`src/rtl/sakebi_ethernet_frame_rx_pkg.sv`:
```
// Shared widths, FSM encoding and constants for the Ethernet frame receiver.
package sakebi_ethernet_frame_rx_pkg;

  localparam int DATA_WIDTH_DEF      = 8;
  localparam int MAC_ADDR_WIDTH_DEF  = DATA_WIDTH_DEF * 6;
  localparam int ETHERTYPE_WIDTH_DEF = DATA_WIDTH_DEF * 2;

  localparam logic [MAC_ADDR_WIDTH_DEF-1:0] BROADCAST_MAC = 48'hffff_ffff_ffff;

  // Byte-counter value on the final byte of a MAC field / EtherType field.
  localparam logic [2:0] MAC_LAST_IDX  = 3'd5;
  localparam logic [2:0] TYPE_LAST_IDX = 3'd1;

  typedef enum logic [2:0] {
    ST_DST,
    ST_SRC,
    ST_TYPE,
    ST_PASS,
    ST_DROP
  } rx_state_e;

endpackage

```
`src/rtl/sakebi_axis_out_reg.sv`:
```
// One-entry registered stream stage: 1-cycle latency; accepts a new beat
// whenever empty or the held beat leaves this cycle, holds data under backpressure.
module sakebi_axis_out_reg #(
  parameter int WIDTH = 8
) (
  input  logic             clk,
  input  logic             rst,
  input  logic             in_vld,
  input  logic [WIDTH-1:0] in_dat,
  output logic             in_rdy,
  output logic             out_vld,
  output logic [WIDTH-1:0] out_dat,
  input  logic             out_rdy
);

  logic             vld_q, vld_d;
  logic [WIDTH-1:0] dat_q, dat_d;

  assign in_rdy  = !vld_q || out_rdy;
  assign out_vld = vld_q;
  assign out_dat = dat_q;

  always_comb begin
    vld_d = vld_q;
    dat_d = dat_q;
    if (in_vld && in_rdy) begin
      vld_d = 1'b1;
      dat_d = in_dat;
    end else if (out_rdy) begin
      vld_d = 1'b0;
    end
  end

  always_ff @(posedge clk or posedge rst) begin
    if (rst) begin
      vld_q <= 1'b0;
      dat_q <= '0;
    end else begin
      vld_q <= vld_d;
      dat_q <= dat_d;
    end
  end

endmodule

```
`src/rtl/sakebi_ethernet_frame_rx.sv`:
```
// Ethernet header parser with dst-MAC/EtherType filter; payload forwarded with
// 1-cycle latency, stalls only on full output register, headers never stall.
module sakebi_ethernet_frame_rx
  import sakebi_ethernet_frame_rx_pkg::*;
#(
  parameter int DATA_WIDTH      = DATA_WIDTH_DEF,
  parameter int MAC_ADDR_WIDTH  = DATA_WIDTH * 6,
  parameter int ETHERTYPE_WIDTH = DATA_WIDTH * 2
) (
  input  logic                       i_axis_ACLK,
  input  logic                       i_axis_ARESETn,
  input  logic                       i_axis_TVALID,
  output logic                       o_axis_TREADY,
  input  logic [DATA_WIDTH-1:0]      i_axis_TDATA,
  output logic                       o_axis_TVALID,
  input  logic                       i_axis_TREADY,
  output logic [DATA_WIDTH-1:0]      o_axis_TDATA,
  output logic [MAC_ADDR_WIDTH-1:0]  o_src_mac_addr,
  output logic [MAC_ADDR_WIDTH-1:0]  o_dst_mac_addr,
  output logic [ETHERTYPE_WIDTH-1:0] o_ethertype,
  input  logic                       i_specify_mac_en,
  input  logic [MAC_ADDR_WIDTH-1:0]  i_mac_addr,
  input  logic                       i_specify_ethertype_en,
  input  logic [ETHERTYPE_WIDTH-1:0] i_ethertype
);

  rx_state_e                  state_q, state_d;
  logic [2:0]                 cnt_q, cnt_d;
  logic [MAC_ADDR_WIDTH-1:0]  sh_q, sh_d;
  logic [MAC_ADDR_WIDTH-1:0]  dst_q, dst_d;
  logic [MAC_ADDR_WIDTH-1:0]  src_q, src_d;
  logic [ETHERTYPE_WIDTH-1:0] type_q, type_d;
  logic                       rdy_en_q, rdy_en_d;

  logic accept;
  logic push;
  logic out_in_rdy;
  logic mac_ok;
  logic type_ok;

  // Ready is held low through reset and rises on the first edge afterwards.
  assign o_axis_TREADY  = rdy_en_q && ((state_q != ST_PASS) || out_in_rdy);
  assign accept         = i_axis_TVALID && o_axis_TREADY;
  assign push           = accept && (state_q == ST_PASS);
  assign o_dst_mac_addr = dst_q;
  assign o_src_mac_addr = src_q;
  assign o_ethertype    = type_q;

  always_comb begin
    state_d  = state_q;
    cnt_d    = cnt_q;
    sh_d     = sh_q;
    dst_d    = dst_q;
    src_d    = src_q;
    type_d   = type_q;
    rdy_en_d = 1'b1;
    mac_ok   = 1'b0;
    type_ok  = 1'b0;

    case (state_q)
      ST_DST, ST_SRC: begin
        if (accept) begin
          sh_d = {sh_q[MAC_ADDR_WIDTH-DATA_WIDTH-1:0], i_axis_TDATA};
          if (cnt_q == MAC_LAST_IDX) begin
            cnt_d = '0;
            if (state_q == ST_DST) begin
              dst_d   = sh_d;
              state_d = ST_SRC;
            end else begin
              src_d   = sh_d;
              state_d = ST_TYPE;
            end
          end else begin
            cnt_d = cnt_q + 3'd1;
          end
        end
      end
      ST_TYPE: begin
        if (accept) begin
          sh_d = {sh_q[MAC_ADDR_WIDTH-DATA_WIDTH-1:0], i_axis_TDATA};
          if (cnt_q == TYPE_LAST_IDX) begin
            // Decide on the freshly assembled EtherType, not the registered one.
            type_d  = {sh_q[DATA_WIDTH-1:0], i_axis_TDATA};
            mac_ok  = !i_specify_mac_en || (dst_q == i_mac_addr) || (dst_q == BROADCAST_MAC);
            type_ok = !i_specify_ethertype_en || (type_d == i_ethertype);
            state_d = (mac_ok && type_ok) ? ST_PASS : ST_DROP;
            cnt_d   = '0;
          end else begin
            cnt_d = cnt_q + 3'd1;
          end
        end
      end
      ST_PASS, ST_DROP: begin
        if (!i_axis_TVALID) begin
          state_d = ST_DST;
          cnt_d   = '0;
        end
      end
      default: begin
        state_d = ST_DST;
        cnt_d   = '0;
      end
    endcase
  end

  always_ff @(posedge i_axis_ACLK or posedge i_axis_ARESETn) begin
    if (i_axis_ARESETn) begin
      state_q  <= ST_DST;
      cnt_q    <= '0;
      sh_q     <= '0;
      dst_q    <= '0;
      src_q    <= '0;
      type_q   <= '0;
      rdy_en_q <= 1'b0;
    end else begin
      state_q  <= state_d;
      cnt_q    <= cnt_d;
      sh_q     <= sh_d;
      dst_q    <= dst_d;
      src_q    <= src_d;
      type_q   <= type_d;
      rdy_en_q <= rdy_en_d;
    end
  end

  sakebi_axis_out_reg #(
    .WIDTH (DATA_WIDTH)
  ) u_out_reg (
    .clk     (i_axis_ACLK),
    .rst     (i_axis_ARESETn),
    .in_vld  (push),
    .in_dat  (i_axis_TDATA),
    .in_rdy  (out_in_rdy),
    .out_vld (o_axis_TVALID),
    .out_dat (o_axis_TDATA),
    .out_rdy (i_axis_TREADY)
  );

endmodule

```
`config.mk`:
```
export PLATFORM = sky130hd
export DESIGN_NAME = sakebi_ethernet_frame_rx
export DESIGN_NICKNAME = d
export VERILOG_FILES = /design/src/rtl/sakebi_ethernet_frame_rx_pkg.sv /design/src/rtl/sakebi_axis_out_reg.sv /design/src/rtl/sakebi_ethernet_frame_rx.sv
export SDC_FILE = /design/constraint.sdc
export NUM_CORES = 1
export LEC_CHECK = 0
export ABC_CLOCK_PERIOD_IN_PS = 7500
export CORE_UTILIZATION = 52
export CTS_CLUSTER_DIAMETER = 100
export DETAILED_ROUTE_END_ITERATION = 16
export PLACE_DENSITY = 0.91
export SETUP_SLACK_MARGIN = 0.3
export SLEW_MARGIN = 5
export SYNTH_ARGS = -nofsm -noshare
export SYNTH_HDL_FRONTEND = slang
export SYNTH_SLANG_ARGS = --single-unit
```
`constraint.sdc`:
```
create_clock -name i_axis_ACLK -period 7.5 [get_ports i_axis_ACLK]
set_clock_uncertainty 0.1 [all_clocks]
set_input_delay 0.75 -clock i_axis_ACLK [delete_from_list [all_inputs] [get_ports i_axis_ACLK]]
set_output_delay 0.75 -clock i_axis_ACLK [all_outputs]
set_load 0.01 [all_outputs]
```
==> results_dict.tcl <==
set metrics [dict create \
    status "finished, final reports clean" \
    critPathMaxFanout 3 \
    drv_cap 0 \
    hp-class "register to register" \
    power.density_nw_per_um2 341.6 \
    synth_area_leaders "dfrtp_1 57%, mux2_2 21%, xnor2_1 7.8%" \
    yosysWarnings 0 \
    drtIter0Drc 239 \
    ys_ff_latch 168 \
    reg2reg_depth 4 \
    grt.total_usage 0.2914 \
    n_antenna_cell 0 \
    ir_drop_mv 0.2253 \
    r2r_slack_ns 4.94 \
    finalMaxSlewViolations 0 \
    post-cts-setup-buffers 0 \
    die-area_um2 14590 \
    antenna_found_initial 0 \
    cp-start-kind "input pin" \
    place.detailed.hpwl_um 14150 \
    avgRoutedWirePerCell_um 22.31 \
    synth_top_area_share 0.5729 \
    fin_crit_ns 2.907 \
    die_w_um 120.8 \
    grt_pass1_wl_um 30710 \
    max-slew-margin-rel 0.2197 \
    synthTopCellsByCount "168 x dfrtp_1, 140 x mux2_2, 65 x xnor2_1" \
    cts_resized 0 \
    hold_violations 0 \
    viasPerCell 5.608 \
    yosysUniqueCellTypes 38 \
    ios 200 \
    clock-root-buffer "clkbuf_16" \
    clk-insertion-delay-late_ns 0.43 \
    rsz0062_at_grt "false" \
    grtUsageMet1 0.3701 \
    synth_ff_type "dfrtp_1" \
    syn_to_final_growth_pct 37.24 \
    dr.pass1.iters 4 \
    crit_arrival_ns 2.06 \
    leakage_uw 0.004412 \
    drt.antenna.violating_nets 0 \
    synth_area_um2 7338 \
    globalplace.congestion 0.9237 \
    grt_max_degree 90 \
    cts_buffers 17 \
    dieHeight_um 120.8 \
    drive_gt1_frac 0.2799 \
    port_buffers 199 \
    htree_levels 4 \
    initial_utilization 0.5307 \
    yosys.cell_count.top_type "dfrtp_1" \
    overflow 0 \
    cp-end-kind "output pin" \
    tightest_slew_ns 1.170 \
    timing.final.crit_share 0.3876 \
    core_um2 13830 \
    cts.sinks 168 \
    nFillCells 849 \
    crit_required_ns 6.65 \
    wl_um 19880 \
    cts_tree "done" \
    syn-num-nets 575 \
    globalRouteMet3Util 0.07406 \
    finalSetupViolations 0 \
    dp_cells 859 \
    grt-busiest-layer "met2" \
    r2r_end "o_src_mac_addr[45]" \
    grt_pass1_vias 5329 \
    rows 43 \
    crit_end "o_axis_TREADY" \
    cts_max_path_buffers 2 \
    fmax_ghz 0.3440 \
    clk_pin_slew_worst_paths_ns 0.06 \
    startpoint "i_axis_TREADY" \
    syn_area_per_cell_um2 14.77 \
    drc_errors 0 \
    ys_async_sr_fraction 1.000 \
    hold_buffers 0 \
    synthCells 497 \
    nets 776 \
    synth_edf_count 0 \
    fin_setup_tns_ns 0 \
    grtUsageMet2 0.4698 \
    vias 4997 \
    ys_seq_area_frac 0.5729 \
    yosys.area.top_type "dfrtp_1" \
    final_cell_count_no_fill 891 \
    critPathKind "input pin to output pin" \
    r2r_start "state_q[0]" \
]
[power breakdown]
part / total, µW / internal (µW) / switching, µW
combinational: 1030 / 657 / 375
sequential: 1500 / 1170 / 324
clock: 912 / 532 / 380
total: 3440 / 2360 / 1080
[flip-flops by register name (all words and copies together), names as in the netlist]
signal	count
state_q	3
rdy_en_q	1
o_dst_mac_addr	48
u_out_reg.out_vld	1
cnt_q	3
sh_q	40
u_out_reg.out_dat	8
o_src_mac_addr	48
o_ethertype	16
[cell usage in the layout, fill, tap and decap left out, types with 3 or more instances in the layout]
| cell | n |
|---|---|
| nor4_1 | 3 |
| xnor2_1 | 65 |
| mux2_4 | 20 |
| o31ai_1 | 4 |
| inv_1 | 3 |
| mux2_2 | 140 |
| clkinv_4 | 5 |
| o21ai_0 | 3 |
| bufinv_16 | 3 |
| dfrtp_1 | 168 |
| and3_1 | 3 |
| clkdlybuf4s50_1 | 199 |
| nand2_1 | 6 |
| clkbuf_16 | 17 |
| or4_1 | 3 |
| inv_6 | 5 |
| nand4_1 | 29 |
[routing by layer]
layer / vias to the layer above / wire length [µm] / part of all wire
met5: - / 0 / 0
met4: 0 / 711 / 0.036
met3: 49 / 1348 / 0.068
met2: 201 / 9639 / 0.48
met1: 2555 / 8177 / 0.41
li1: 2192 / - / -
[stage by stage]
| step | setup slack (ns) | util | hold slack [ns] | instance area [µm²] | power [µW] |
|---|---|---|---|---|---|
| global route | 4.539 | 0.7284 | 0.4248 | 10070 | 3584 |
| floorplan | 2.103 | - | 0.3918 | 7338 | 1902 |
| detailed placement | 4.203 | 0.6836 | 0.3957 | 9453 | 2526 |
| finish | 4.593 | 0.7284 | 0.4062 | 10070 | 3441 |
| global placement | 4.331 | 0.6836 | 0.3921 | 9453 | 2476 |
| CTS | 4.587 | 0.7284 | 0.4108 | 10070 | 3449 |
[area by class of cell]
cell class / count / area (µm²) / share of cell area
timing repair buffer: 201 / 2007 / 0.1993
clock buffer: 17 / 425.4 / 0.04224
clock inverter: 15 / 192.7 / 0.01913
inverter: 4 / 20.02 / 0.001988
multi-input combinational: 306 / 2997 / 0.2976
tap: 180 / 225.2 / 0.02236
sequential: 168 / 4204 / 0.4174
[worst max-delay path: stages]
cell and delay (ns):
clkdlybuf4s50_1 0.39, nand2b_1 0.18, o31a_1 0.26, clkdlybuf4s50_1 0.48
[cell families (layout without fill, tap and decap cells)]
logic type,Yosys count,after routing,synth area share
mux,160,160,0.2558
buf+inv,23,237,0.01892
simple gates,60,60,0.05354
xor+xnor,65,65,0.07758
other cells,1,1,0.0005110
flops,168,168,0.5729
compound gates,20,20,0.02080
[worst min path at each step]
| stage | from | end | slack (ns) | cells past startpoint |
|---|---|---|---|---|
| 2_1_floorplan | sh_q[32] | o_dst_mac_addr[40] | 0.39 | 1 |
| 3_3_place_gp | o_src_mac_addr[17] | o_src_mac_addr[17] | 0.39 | 1 |
| 3_5_place_dp | o_src_mac_addr[3] | o_src_mac_addr[3] | 0.40 | 1 |
| 4_1_cts | o_src_mac_addr[3] | o_src_mac_addr[3] | 0.41 | 1 |
| 5_1_grt | o_src_mac_addr[46] | o_src_mac_addr[46] | 0.42 | 1 |
| 6_report | o_ethertype[6] | o_ethertype[6] | 0.41 | 1 |
Note: power is estimated with default switching activity, not from simulation.
